[src/rtl/onehot_req_serializer_pkg.sv]
// Shared constants and helpers for the one-hot request serializer.
// Arbitration mode encodings, index-width calculation and the one-hot test.
package onehot_req_serializer_pkg;

  localparam int ARB_FIXED = 0;
  localparam int ARB_RR    = 1;

  // Widest request vector the one-hot helper accepts; callers zero-extend into it.
  localparam int MAX_N = 64;

  function automatic int clog2(input int value);
    int result;
    int rem;
    result = 0;
    rem    = value - 1;
    while (rem > 0) begin
      result = result + 1;
      rem    = rem >> 1;
    end
    return result;
  endfunction

  function automatic logic is_onehot(input logic [MAX_N-1:0] vec);
    return (vec != '0) && ((vec & (vec - MAX_N'(1))) == '0);
  endfunction

endpackage

[src/rtl/onehot_req_serializer_prio_enc_rr.sv]
// Combinational priority encoder with an optional round-robin start point.
// Round-robin uses two passes: the upper masked vector first, then the full vector as wrap-around.
module prio_enc_rr
  import onehot_req_serializer_pkg::*;
#(
  parameter  int N = 8,
  localparam int W = clog2(N)
) (
  input  logic [N-1:0] cand,
  input  logic [W-1:0] rr_ptr,
  input  logic         mode,
  output logic [W-1:0] index,
  output logic         any
);

  logic [N-1:0] upper;
  logic [N-1:0] masked;
  logic [W-1:0] idx_masked;
  logic [W-1:0] idx_all;
  logic         any_masked;

  always_comb begin
    upper      = '0;
    idx_masked = '0;
    idx_all    = '0;
    for (int i = 0; i < N; i++) begin
      upper[i] = (i >= int'(rr_ptr));
    end
    masked = mode ? (cand & upper) : cand;
    // Scanning downward leaves the lowest set index as the final assignment.
    for (int i = N - 1; i >= 0; i--) begin
      if (masked[i]) idx_masked = W'(i);
      if (cand[i])   idx_all    = W'(i);
    end
    any_masked = |masked;
    any        = |cand;
    index      = any_masked ? idx_masked : idx_all;
  end

endmodule

[src/rtl/onehot_req_serializer.sv]
// Latches request strobes into a sticky pending register and streams their binary
// indices out over a valid/ready handshake, in fixed or round-robin order (N up to 64).
module onehot_req_serializer
  import onehot_req_serializer_pkg::*;
#(
  parameter  int N            = 8,
  parameter  int ARB_MODE     = ARB_RR,
  parameter  int CHECK_ONEHOT = 1,
  localparam int W            = clog2(N)
) (
  input  logic         clk,
  input  logic         reset,
  input  logic [N-1:0] req_in,
  input  logic         req_valid,
  output logic [W-1:0] idx_out,
  output logic         idx_valid,
  input  logic         idx_ready,
  output logic [N-1:0] pending,
  output logic         busy,
  output logic         multi_err
);

  logic [N-1:0] pend;
  logic [N-1:0] clr;
  logic [N-1:0] set;
  logic [N-1:0] cand;
  logic         fire;
  logic         load;
  logic         accepted;
  logic         pick_any;
  logic [W-1:0] pick;
  logic [W-1:0] rr_ptr;
  logic [W-1:0] ptr_next;
  logic         mode_rr;

  assign mode_rr = (ARB_MODE == ARB_RR);

  // Candidates exclude this cycle's strobe, so a set-wins re-request is issued on a later load.
  always_comb begin
    fire     = idx_valid & idx_ready;
    clr      = fire ? (N'(1) << idx_out) : '0;
    accepted = (CHECK_ONEHOT == 0) || is_onehot(MAX_N'(req_in));
    set      = (req_valid && accepted) ? req_in : '0;
    cand     = pend & ~clr;
    load     = !idx_valid || fire;
    ptr_next = (int'(pick) == N - 1) ? '0 : pick + 1'b1;
  end

  prio_enc_rr #(.N(N)) u_prio (
    .cand   (cand),
    .rr_ptr (rr_ptr),
    .mode   (mode_rr),
    .index  (pick),
    .any    (pick_any)
  );

  always_ff @(posedge clk) begin
    if (reset) begin
      pend      <= '0;
      idx_out   <= '0;
      idx_valid <= 1'b0;
      rr_ptr    <= '0;
      multi_err <= 1'b0;
    end else begin
      pend      <= cand | set;
      multi_err <= (CHECK_ONEHOT != 0) && req_valid && !accepted;
      if (load) begin
        if (pick_any) begin
          idx_out   <= pick;
          idx_valid <= 1'b1;
          rr_ptr    <= ptr_next;
        end else begin
          idx_valid <= 1'b0;
        end
      end
    end
  end

  assign pending = pend;
  assign busy    = |pend;

endmodule
[config.mk]
export PLATFORM = sky130hd
export DESIGN_NAME = onehot_req_serializer
export DESIGN_NICKNAME = d
export VERILOG_FILES = /design/src/rtl/onehot_req_serializer_pkg.sv /design/src/rtl/onehot_req_serializer_prio_enc_rr.sv /design/src/rtl/onehot_req_serializer.sv
export SDC_FILE = /design/constraint.sdc
export NUM_CORES = 1
export LEC_CHECK = 0
export CORE_ASPECT_RATIO = 0.9
export CORE_MARGIN = 5
export CORE_UTILIZATION = 35
export DETAILED_ROUTE_END_ITERATION = 7
export GPL_TIMING_DRIVEN = 0
export PLACE_DENSITY = 0.64
export SLEW_MARGIN = 5
export SYNTH_ARGS = -nofsm -noshare
export SYNTH_HDL_FRONTEND = slang
export SYNTH_HIERARCHICAL = 1
export SYNTH_SLANG_ARGS = --single-unit
[constraint.sdc]
create_clock -name clk -period 4.01 [get_ports clk]
set_clock_uncertainty 0.15 [all_clocks]
set_input_delay 0.802 -clock clk [delete_from_list [all_inputs] [get_ports clk]]
set_output_delay 0.802 -clock clk [all_outputs]
set_load 0.05 [all_outputs]
---- Word level (Yosys, flattened, before mapping) ----
Cells that the tools add are included.
Widths: inputs -> output; s select.
storage, ports and cells
  bits in registers ....................... 16
  bits in latches ......................... 0
  bits in writable memories ............... 0
  bits in read-only memories .............. 0
  input bits .............................. 12
  memories kept ........................... 0
operators by class
  $add $sub $neg .......................... 2
  multipliers ............................. 0
  divide/modulo/power cells ............... 0
  $lt $le $gt $ge ......................... 7
  equality and inequality tests ........... 1
  shift operators ......................... 1
  muxes and demuxes ....................... 21
  bitwise logic cells ..................... 6
  reductions and logical operators ........ 12
operator list
  cell                 count
  $and 8x64->64        1
  $logic_not 64->1     1
  $mux 3               18
  $reduce_or 8->1      3
  $and 8x8->8          2
  $mux 8               2
  $ge 3x3->1 const A   3
  $sub 8x1->9 const B  1
  $not 8->8            1
  $or 8x8->8           1
  $reduce_bool 8->1    1
  $shl 1x3->8 const A  1
  $ge 1x3->1 const A   2
  $ge 2x3->1 const A   2
  $add 3x1->3 const B  1
  $eq 3x1->1 const B   1
  $logic_and 1x1->1    3
  $logic_not 1->1      2
  $reduce_and 2->1     1
  $and 1x1->1          1
  $logic_or 1x1->1     1
  $mux 1               1

---- Depth between registers and ports, before layout ----
  word-level depth ........................ 16
  mapped depth ............................ 13
  depth with buffers taken out ............ 13

---- Modules after synthesis ----
The synthesis kept the hierarchy.
modules (own cells, without submodules)
  module                 times used  cells an instance  area an instance (µm²)
  onehot_req_serializer  1           94                 807.0
  prio_enc_rr            1           43                 290.3

---- Worst setup path after synthesis ----
No wires, ideal clock.
  kind .................................... input to register
  start point ............................. in idx_ready
  end point ............................... reg rr_ptr[2]
  setup time .............................. 128 ps
  arrival ................................. 2767 ps
  data required time ...................... 3732 ps
  path slack .............................. 965 ps
  stages .................................. 12
  path buffers ............................ 0
  cell sequence ........................... inv_2 -> or3_1 -> o21ai_0 -> inv_1 -> o31a_1 -> o31ai_1 -> nand2_1 -> a21boi_0 -> ha_1 -> ha_1 -> mux2i_1 -> nor2_1
between the ends
  elaborated cells on any way between the ends .. 29
  classes of those cells .................. 1 x add/sub; 1 x eq/ne; 19 x mux; 4 x bitwise; 4 x reduce/logical
RTL lines
  item                                       RTL line                                 source
  start: declaration                         onehot_req_serializer.sv:17              input logic idx_ready,
  $and 1x1->1 *                              onehot_req_serializer.sv:40              fire = idx_valid & idx_ready;
  $mux 8 *                                   onehot_req_serializer.sv:41              clr = fire ? (N'(1) << idx_out) : '0;
  $not 8->8 *                                onehot_req_serializer.sv:44              cand = pend & ~clr;
  $and 8x8->8 *                              onehot_req_serializer.sv:44
  via cand[4]                                onehot_req_serializer.sv:26              logic [N-1:0] cand;
  $and 8x8->8                                onehot_req_serializer_prio_enc_rr.sv:29  masked = mode ? (cand & upper) : cand;
  $mux 3 (5 in series)                       onehot_req_serializer_prio_enc_rr.sv:32  if (masked[i]) idx_masked = W'(i);
  $mux 3 *                                   onehot_req_serializer_prio_enc_rr.sv:37  index = any_masked ? idx_masked : idx_all;
  via pick[1]                                onehot_req_serializer.sv:31              logic [W-1:0] pick;
  $add 3x1->3 or $eq 3x1->1 (tied branches)  onehot_req_serializer.sv:46              ptr_next = (int'(pick) == N - 1) ? '0 : pick + 1'b1;
  $mux 3 *                                   onehot_req_serializer.sv:46
  via ptr_next[2]                            onehot_req_serializer.sv:33              logic [W-1:0] ptr_next;
  end signal: assignment                     onehot_req_serializer.sv:71              rr_ptr <= ptr_next;
  end: declaration                           onehot_req_serializer.sv:32              logic [W-1:0] rr_ptr;
The timed path passes the listed nets; every way through them passes the cells marked *.
A chain may end at the register's enable or synchronous reset.

---- Worst setup path after layout ----
Same ends and word-level chain as after synthesis.

==> summary.md <==
| Metric | Value |
|---|---|
| Syn_area_per_cell | `8.01 sq um` |
| Count of pins over their slew limit | `0` |
| Register area | `roughly 320 sq um` |
| Top cells by area, synth | `dfxtp_1, o211ai_1, nor2_1, a21oi_1, mux2i_1` |
| GRT Total Usage | `13.4%` |
| CTS H-tree depth | `1` |
| Cell taking the most area after synthesis | `dfxtp_1` |
| Number of I/O port buffers | `23` |
| Syn Nets | `about 150` |
| Fin crit period | `approximately 3.7 ns` |
| Worst path arrival time | `3.71 ns` |
| Share of the synthesized area in the top cell type | `29.2%` |
| Final worst-path cycle share | `92.0%` |
| Critical Path RT | `4.03 ns` |
| Max-cap violations | `0` |
| Routed vias | `1131` |
| Die W | `69.0 um` |
| Final Hold Fails | `0` |
| Routability cong. | `0.813` |
| Drt drc | `0` |
| Vias/cell | `5.49` |
| Hold-fix buffers, CTS | `0` |
| Crit start category | `input pin` |
| Sinks on the clock net | `16` |
| Netlist cell types | `46` |
| Final Non-Filler Cells | `206` |
| Pleak | `0.566 nW` |
| DRT iter0 DRCs | `50` |
| Layout cell share with drive strength beyond 1 | `10.4%` |
| Row count | `19` |
| Post-CTS setup repair buffer count | `0` |
| Critical-path maximum fanout | `6` |
| PD cells | `234 nW/um^2` |
| Routed Wire Length | `2840 um` |
| Via count of the first global-routing pass | `1081` |
| RSZ-0062 raised after global routing | `false` |
| Fin area | `1420 sq um` |
| Slew headroom | `65.7%` |
| 1st-pass router iterations | `4` |
| Mean routed wirelength per cell | `~14 um` |
| Count leader, synth | `dfxtp_1` |
| First-pass GRT wire length | `4940 um` |
| Mapped cell area | `roughly 1100 sq um` |
| Total core area | `3040 sq um` |
| Hold depth | `2` |
| Starting Density | `between 30% and 40%` |
| Final-report setup violation count | `0` |
| Antenna diode count | `0` |
| Worst-path clk slew | `~0.10 ns` |
| F_max | `around 0.27 GHz` |
| Dpl cells | `202` |
| CTS tree | `yes` |
| Nets | `179` |
| Min-Delay Path Class | `flip-flop to flip-flop` |
| Worst setup EP type | `flip-flop` |
| Clk buf depth | `2` |
| Commonest cells in the netlist | `dfxtp_1, nor2_1, a21oi_1` |
| DP HPWL | `2380 um` |
| Number of synthesized flops with an enable pin | `0` |
| Yosys warns | `6` |
| Register area share after synthesis | `29.2%` |
| Post-synthesis cell count | `between 100 and 150` |
| Chip height | `63.1 um` |
| Area of the multi-input gates | `722 sq um` |
| P&R area growth vs syn | `29.1%` |
| Layout Utilization | `46.5%` |
| Slew @ Worst Pin | `~0.51 ns` |
| FF-to-FF path depth | `10` |
| Post-synth top flop | `dfxtp_1` |
| Post-cts sizing count | `0` |
| Final antenna-violating net count | `0` |
| Largest net degree at the start of global routing | `11` |
| #FFs+latches synth | `16` |
| Synth async-reset ratio | `0%` |
| Boundary Pins | `26` |
| VDD IR max | `173 uV` |
| Grt total ovfl | `0` |
| Setup CP Type | `input pin to flip-flop` |
| Clock root buffer | `clkbuf_4` |
| Initial antenna violation count | `0` |
| Status | `finished clean` |
| Placed Area | `1380 sq um` |
| CTS buffer count | `3` |
| Die area | `4360 sq um` |
| Clk Latency, worst-skew pair | `0.29 ns` |
| # fillers | `328` |
==> final timing paths <==
kind / startpoint / end / slack, ns
max reg2reg: idx_out[0]$_SDFFE_PP0P_ / rr_ptr[2]$_SDFFE_PP0P_ / 1.03
max: idx_ready / rr_ptr[2]$_SDFFE_PP0P_ / 0.32
min reg2reg: pending[4]$_SDFF_PP0_ / pending[4]$_SDFF_PP0_ / 0.40
min: pending[4]$_SDFF_PP0_ / pending[4]$_SDFF_PP0_ / 0.40
==> metal layers <==
metal	routed length, um	part of all wire (%)	global-route usage (%)	vias to the layer above
met5	0	0	0	-
met4	6	0.21	1.46	0
met3	200	7.0	4.29	2
met2	1260	44	21.0	31
met1	1380	48	18.5	518
li1	-	-	-	580
==> area by class of cell <==
type | instances | area share (%)
plain buffers | 4 | 1.24
clock buffers | 4 | 2.56
inverters | 10 | 2.65
multi-input cells | 107 | 51.0
flip-flops and latches | 16 | 22.6
well taps | 42 | 3.71
repair buffers | 23 | 16.3
==> registers in the layout (all words and copies together), names as in the netlist <==
| name | flops |
|---|---|
| multi_err | 1 |
| rr_ptr | 3 |
| idx_out | 3 |
| idx_valid | 1 |
| pending | 8 |
==> power by group <==
group,switching [W],total [W],internal (W)
clock,0.0000527,0.000108,0.0000553
sequential,0.00000319,0.000165,0.000162
combinational,0.0000347,0.0000594,0.0000246
total,0.0000906,0.000332,0.000241
==> cell families after synthesis <==
kind of cell	share of synthesized area [%]
flops	29.2
buf+inv	5.02
mux	4.56
fa+ha+maj	2.28
other cells	0.342
compound gates	35.0
simple gates	23.6
==> critical path, cell delays in order <==
cell and delay, ns:
clkdlybuf4s50_1 0.57, inv_2 0.05, or3_1 0.35, o21ai_0 0.23, inv_1 0.18, o221ai_2 0.31
nand4_1 0.13, o31ai_1 0.45, ha_1 0.23, ha_1 0.22, mux2i_1 0.12, nor2_1 0.05
==> cells in the final DEF, fill, tap and decap left out, types with 2 or more instances in the layout <==
| cell type | synthesis | layout |
|---|---|---|
| ha_1 | 2 | 2 |
| a21o_2 | 2 | 2 |
| nand2_1 | 6 | 6 |
| a41oi_1 | 3 | 3 |
| a21oi_1 | 11 | 11 |
| inv_1 | 9 | 9 |
| o21a_1 | 2 | 2 |
| clkbuf_4 | 0 | 3 |
| o31ai_1 | 3 | 3 |
| nand2b_1 | 2 | 2 |
| nor4_1 | 3 | 3 |
| nand3_1 | 3 | 3 |
| o21ai_0 | 8 | 8 |
| nor2b_1 | 2 | 2 |
| o211ai_1 | 8 | 8 |
| nor2_1 | 15 | 15 |
| a21boi_0 | 3 | 3 |
| nand4b_1 | 3 | 3 |
| a211oi_1 | 2 | 2 |
| nand4_1 | 2 | 2 |
| clkdlybuf4s50_1 | 0 | 23 |
| clkbuf_1 | 2 | 2 |
| mux2i_1 | 5 | 5 |
| nand3b_1 | 2 | 2 |
| dfxtp_1 | 16 | 16 |
==> stage by stage <==
| step | worst slack, ns | total power [W] | TNS, ns | hold WS [ns] |
|---|---|---|---|---|
| finish | 0.320 | 0.000332 | 0 | 0.396 |
| global route | 0.00959 | 0.000348 | 0 | 0.436 |
| detailed placement | -0.000611 | 0.000228 | -0.000611 | 0.385 |
| global placement | 0.0881 | 0.000226 | 0 | 0.379 |
| floorplan | 0.965 | 0.000203 | 0 | 0.406 |
| CTS | 0.308 | 0.000336 | 0 | 0.400 |
Power figures use the tool's default switching activity.
